### config.mk
export PLATFORM = sky130hd
export DESIGN_NAME = and_gate_unit
export DESIGN_NICKNAME = d
export VERILOG_FILES = /design/src/rtl/cpu_logic_pkg.sv /design/src/rtl/and_sat_counter.sv /design/src/rtl/and_gate_unit.sv
export SDC_FILE = /design/constraint.sdc
export NUM_CORES = 1
export LEC_CHECK = 0
export BUFFER_PORTS_ARGS = -buffer_cell sky130_fd_sc_hd__buf_4
export CORE_AREA = 2 2 39 41
export CTS_CLUSTER_DIAMETER = 150
export CTS_CLUSTER_SIZE = 30
export DETAILED_ROUTE_END_ITERATION = 10
export DIE_AREA = 0 0 41 43
export PLACE_DENSITY = 0.56
export SLEW_MARGIN = 5
export SYNTH_ARGS = -nofsm -noshare
export SYNTH_HDL_FRONTEND = slang
export SYNTH_SLANG_ARGS = --single-unit
### constraint.sdc
create_clock -name clk -period 3.2 [get_ports clk]
set_input_delay 0 -clock clk [delete_from_list [all_inputs] [get_ports clk]]
set_output_delay 0 -clock clk [all_outputs]
set_load 0.01 [all_outputs]
### src/rtl/cpu_logic_pkg.sv
// Shared defaults for the small logic cells used by the multi-cycle CPU datapath.
package cpu_logic_pkg;

  localparam int unsigned AND_WIDTH_DEF = 1;
  localparam int unsigned HIT_CNT_W_DEF = 8;

endpackage : cpu_logic_pkg

### src/rtl/and_sat_counter.sv
// Saturating up-counter with synchronous clear; clear wins over increment.
module and_sat_counter import cpu_logic_pkg::*; #(
  parameter int unsigned Width = HIT_CNT_W_DEF
) (
  input  logic             clk_i,
  input  logic             clr_i,
  input  logic             inc_i,
  output logic [Width-1:0] cnt_o
);

  logic [Width-1:0] cnt_d, cnt_q;

  // Stop at all-ones rather than wrapping back to zero.
  always_comb begin
    cnt_d = cnt_q;
    if (inc_i && (cnt_q != {Width{1'b1}})) begin
      cnt_d = cnt_q + Width'(1);
    end
  end

  always_ff @(posedge clk_i) begin
    if (clr_i) begin
      cnt_q <= '0;
    end else begin
      cnt_q <= cnt_d;
    end
  end

  assign cnt_o = cnt_q;

endmodule : and_sat_counter

### src/rtl/and_gate_unit.sv
// Bitwise AND cell: combinational result plus registered copy, all-ones flag and hit counter.
module and_gate_unit import cpu_logic_pkg::*; #(
  parameter int unsigned WIDTH = AND_WIDTH_DEF,
  parameter int unsigned CNT_W = HIT_CNT_W_DEF
) (
  input  logic             clk,
  input  logic             rst,
  input  logic [WIDTH-1:0] A,
  input  logic [WIDTH-1:0] B,
  // Historical name; carries A & B.
  output logic [WIDTH-1:0] OR_OUT,
  output logic [WIDTH-1:0] OUT_Q,
  output logic             ALL_ONES,
  output logic [CNT_W-1:0] HIT_CNT
);

  if (WIDTH < 1 || WIDTH > 64) begin : gen_bad_width
    $error("and_gate_unit: WIDTH must be in 1..64");
  end
  if (CNT_W < 2 || CNT_W > 32) begin : gen_bad_cnt_w
    $error("and_gate_unit: CNT_W must be in 2..32");
  end

  logic [WIDTH-1:0] and_res;
  logic [WIDTH-1:0] res_q;

  assign and_res  = A & B;
  assign OR_OUT   = and_res;
  assign ALL_ONES = &and_res;

  always_ff @(posedge clk) begin
    if (rst) begin
      res_q <= '0;
    end else begin
      res_q <= and_res;
    end
  end

  assign OUT_Q = res_q;

  and_sat_counter #(
    .Width(CNT_W)
  ) u_hit_cnt (
    .clk_i(clk),
    .clr_i(rst),
    .inc_i(|and_res),
    .cnt_o(HIT_CNT)
  );

endmodule : and_gate_unit

Word-level counts from Yosys, hierarchy flattened
Cells that the tools add are included.

storage, ports and cells
  register bits = 9
  input port bits = 4
  output and inout bits = 11
  logic and storage cells = 6

cells by class
  $add $sub $neg = 1
  equal/unequal tests = 1
  bitwise gates (word level) = 1
  reduce and logical (&&, ||, !) cells = 1

operators by type and width
  cell                   count
  $add A8 B1 Y8 const B  1
  $ne A8 B8 Y1 const B   1
  $and A1 B1 Y1          1
  $logic_and A1 B1 Y1    1

Depth between registers and ports, before layout
  depth after elaboration = 2
  mapped depth = 5
  mapped depth without buffers = 5

Modules after synthesis
Synthesis repeated with hierarchy kept, for this count alone.

unflattened totals
  cells, all modules = 50
  area, all modules = 473.0 um^2

modules (own cells, without submodules)
  module           instances  cells each  area an instance (um^2)  seq. area each (um^2)
  and_sat_counter  1          46          430.4                    160.2
  and_gate_unit    1          4           42.5                     20.0

Worst setup path after synthesis
Ideal clock, no wire load.

  path kind = reg2reg
  start point = reg u_hit_cnt.cnt_q[0] (netlist: u_hit_cnt.cnt_o[0])
  end point = reg u_hit_cnt.cnt_q[1] (netlist: u_hit_cnt.cnt_o[1])
  setup time = 0.126 ns
  arrival time = 1.321 ns
  required time = 3.074 ns
  path slack = 1.753 ns
  cell stages (with the launch flop) = 6
  path buffers = 0
  clock period less this slack = 1.447 ns
  cell sequence = dfxtp_1 > ha_1 > nand3_1 > o21ai_0 > mux2i_1 > nor2_1

on the way
  longest elaborated chain between the ends = 2
  elaborated cells on any way between the ends = 3
  classes of those cells = add/sub: 1; eq/ne: 1; reduce/logical: 1

RTL lines
  item                                                   RTL line               text
  start, declared                                        and_sat_counter.sv:11  logic [Width-1:0] cnt_d, cnt_q;
  start signal, assigned                                 and_sat_counter.sv:25  cnt_q <= cnt_d;
  branches (longest 2 deep; another with $add A8 B1 Y8)  --

Several ways; the timed one is not identified.
A chain may end at the register's enable or synchronous reset.

Worst setup path after layout
Ends and elaborated chain as after synthesis.

==> flow_summary_export.csv <==
group,metric,value,unit
floorplan,core,1380,um^2
synthesis,synth_adder_area_share,2.90,%
floorplan,num_rows,14,
routing,routed-via-count,398,
routing,postRouteWirelength,876,um
clocking,numCtsBuffers,3,
floorplan,fp.dieArea,1760,um^2
clocking,holdBufCountCts,1,
synthesis,post_synth_and_or_nand_nor_area_fraction,27.5,%
placement,numPlacedInstances,75,
setup_path,start_kind,"register",
floorplan,initial_utilization,31.2,%
outcome,status,"completed",
layout,layout.cells.non_filler,80,
setup_path,critical_path_arrival,1.61,ns
routing,drt_drc_violations_left,0,
synthesis,synth-compound-area-share,18.0,%
timing,period_share,45.8,%
floorplan,io-pin-count,15,
setup_path,required_time_of_the_critical_path,3.35,ns
clocking,clock_tree.root_cell,"sky130_fd_sc_hd__clkbuf_4",
run,max-cap-violations,0,
floorplan,die-height,43,um
timing,setup_viol,0,
floorplan,floorplan.die.width,41,um
timing,worst_slew_pin_slew,0.330,ns
synthesis,synth_area_per_cell,9.18,um^2
layout,drive_above_1_share,31.3,%
routing,avgRoutedWirePerCell,11.0,um
synthesis,gate_count_after_technology_mapping,47,
grt,antenna_found_initial,0,
grt,globalRoute.totalOverflow,0,
clocking,clk-insertion-delay-late,0.25,ns
synthesis,synth-seq-cells,9,
power_and_ir_drop,power.static_leakage,0.237,nW
synthesis,synth.mux.area_fraction,2.32,%
timing,max_slew_margin,77.8,%
routing,first_pass_iters,3,
synthesis,ys_seq_area_share,41.7,%
grt,first_global_vias,353,
routing,routed_via_density,4.98,
clocking,post_cts.resized_instances,0,
placement,globalplace.congestion,0.639,
power_and_ir_drop,power.total,0.221,mW
clocking,clk_pin_slew_worst_paths,0.06,ns
timing,clock.fmax,0.682,GHz
timing,final_critical_path_required_period,1.47,ns
routing,detail-route-antenna-nets,0,
setup_path,setup.worst_path.class,"reg -> reg",
synthesis,syn_area,432,um^2
timing,final.setup.tns,0,ns
layout,area.growth.synth_to_final,34.8,%
hold_path,worst_hold_path_type,"in -> reg",
clocking,cts_tree,"built",
routing,dr.first_iter.drc_count,7,
synthesis,syn_nets,52,
timing,hold_violations_final,0,
synthesis,post_synth_xor_xnor_area,4.06,%
timing,unrepaired_setup_endpoints_after_global_routing,"no",
synthesis,synth_cell_types,24,
clocking,cts.path.max_buffers,2,
setup_path,timing.reg2reg.setup_slack,1.73,ns
setup_path,largest_fanout_of_any_net_on_the_critical_path,4,
placement,post-dp-hpwl,655,um
layout,fillCellCount,152,
timing,report.final.slew_viol_count,0,
setup_path,endpoint_kind,"register",
power_and_ir_drop,worst_supply_voltage_drop_on_vdd,0.000205,V
placement,placement.io_buffers,14,
clocking,post_cts.repair.setup_buffers,0,
grt,maximum_number_of_pins_on_one_net_before_global_route_repair,10,
timing,clock-skew-final,0.00283,ns
synthesis,synthesis.yosys.warnings,0,
grt,first_pass_grt_wire_length,1590,um
clocking,cts-htree-levels,1,
layout,final_antenna_diode_count,0,
layout,layout.nets,70,
grt,gr-usage-all-layers,14.5,%
clocking,clock-sinks,9,
power_and_ir_drop,power_density,380,nW/um^2
synthesis,main_combinational_cell_family_by_area_after_synthesis,"simple AND/OR/NAND/NOR gates",
[cell families after synthesis]
logic type,Yosys count
xor+xnor,2
fa+ha+maj,1
simple gates,19
mux,1
compound gates,12
buf+inv,3
flops,9
[synth_stat cells]
library cell               count  area [um^2]
sky130_fd_sc_hd__a211oi_1      4         30.0
sky130_fd_sc_hd__and2_4        1         8.76
sky130_fd_sc_hd__ha_1          1         12.5
sky130_fd_sc_hd__nor2_1        6         22.5
sky130_fd_sc_hd__buf_4         1         7.51
sky130_fd_sc_hd__and4_1        1         8.76
sky130_fd_sc_hd__or4_1         1         7.51
sky130_fd_sc_hd__o31ai_1       1         7.51
sky130_fd_sc_hd__xnor2_1       1         8.76
sky130_fd_sc_hd__nor3_1        1         5.00
sky130_fd_sc_hd__xor2_1        1         8.76
sky130_fd_sc_hd__or3_1         1         6.26
sky130_fd_sc_hd__clkbuf_1      1         3.75
sky130_fd_sc_hd__nand4_4       1         21.3
sky130_fd_sc_hd__o21ai_0       2         10.0
sky130_fd_sc_hd__mux2i_1       1         10.0
sky130_fd_sc_hd__nor2b_1       2         12.5
sky130_fd_sc_hd__nand4_1       2         12.5
sky130_fd_sc_hd__a21oi_1       4         20.0
sky130_fd_sc_hd__nand3_1       2         10.0
sky130_fd_sc_hd__nand2_1       1         3.75
sky130_fd_sc_hd__inv_1         1         3.75
sky130_fd_sc_hd__o21ba_2       1         10.0
sky130_fd_sc_hd__dfxtp_1       9          180
[sequential cells by signal, summed over array words and instances, names as in the netlist]
register	count
u_hit_cnt.cnt_o	8
OUT_Q	1
[stage by stage]
| step | instance area [um^2] | hold slack (ns) | setup WS [ns] | util [%] |
|---|---|---|---|---|
| 6_report | 582 | 0.180 | 1.73 | 42.0 |
| 5_1_grt | 582 | 0.179 | 1.56 | 42.0 |
| 4_1_cts | 582 | 0.176 | 1.72 | 42.0 |
| 3_5_place_dp | 546 | 0.250 | 1.74 | 39.4 |
| 3_3_place_gp | 546 | 0.252 | 1.76 | 39.4 |
| 2_1_floorplan | 432 | 0.145 | 1.75 | - |
[per-layer routing]
metal  track usage, %  share of wire, %
met3             7.85               6.4
met4             12.0               1.7
met5                0                 0
met1             17.7                46
met2             17.5                46
[path summary, 6_finish.rpt]
check | from | end | cells past startpoint
setup reg to reg | u_hit_cnt.cnt_o[0] | u_hit_cnt.cnt_o[1] | 5
setup / recovery | u_hit_cnt.cnt_o[0] | u_hit_cnt.cnt_o[1] | 5
hold reg to reg | u_hit_cnt.cnt_o[5] | u_hit_cnt.cnt_o[5] | 2
hold / removal | B | OUT_Q | 3
[cells in the final DEF (no fill, tap or decap), types with 2 or more instances in the layout]
cell type and n:
sky130_fd_sc_hd__a211oi_1 4, sky130_fd_sc_hd__dfxtp_1 9, sky130_fd_sc_hd__nor2b_1 2, sky130_fd_sc_hd__nor2_1 6, sky130_fd_sc_hd__nand3_1 2, sky130_fd_sc_hd__clkbuf_4 3
sky130_fd_sc_hd__a21oi_1 4, sky130_fd_sc_hd__buf_4 14, sky130_fd_sc_hd__nand4_1 2, sky130_fd_sc_hd__o21ai_0 2
[final cells by class]
| cell class | count | area, um^2 | share of cell area, % |
|---|---|---|---|
| flip-flops and latches | 9 | 180 | 31.0 |
| multi-input cells | 35 | 236 | 40.6 |
| repair buffers | 15 | 115 | 19.8 |
| clock buffers | 4 | 26.3 | 4.52 |
| well taps | 16 | 20.0 | 3.44 |
| inverters | 1 | 3.75 | 0.645 |
[worst max-delay path: stages (launching register included)]
cell and delay [ns]:
sky130_fd_sc_hd__dfxtp_1 0.43, sky130_fd_sc_hd__ha_1 0.24, sky130_fd_sc_hd__nand3_1 0.10, sky130_fd_sc_hd__o21ai_0 0.31
sky130_fd_sc_hd__mux2i_1 0.22, sky130_fd_sc_hd__nor2_1 0.05
[where the power goes]
part           switching, mW  internal [mW]
Clock                 0.0366         0.0479
Combinational        0.00899         0.0105
Sequential           0.00284          0.114
Total                 0.0484          0.173
Note: power is estimated with default switching activity, not from simulation.
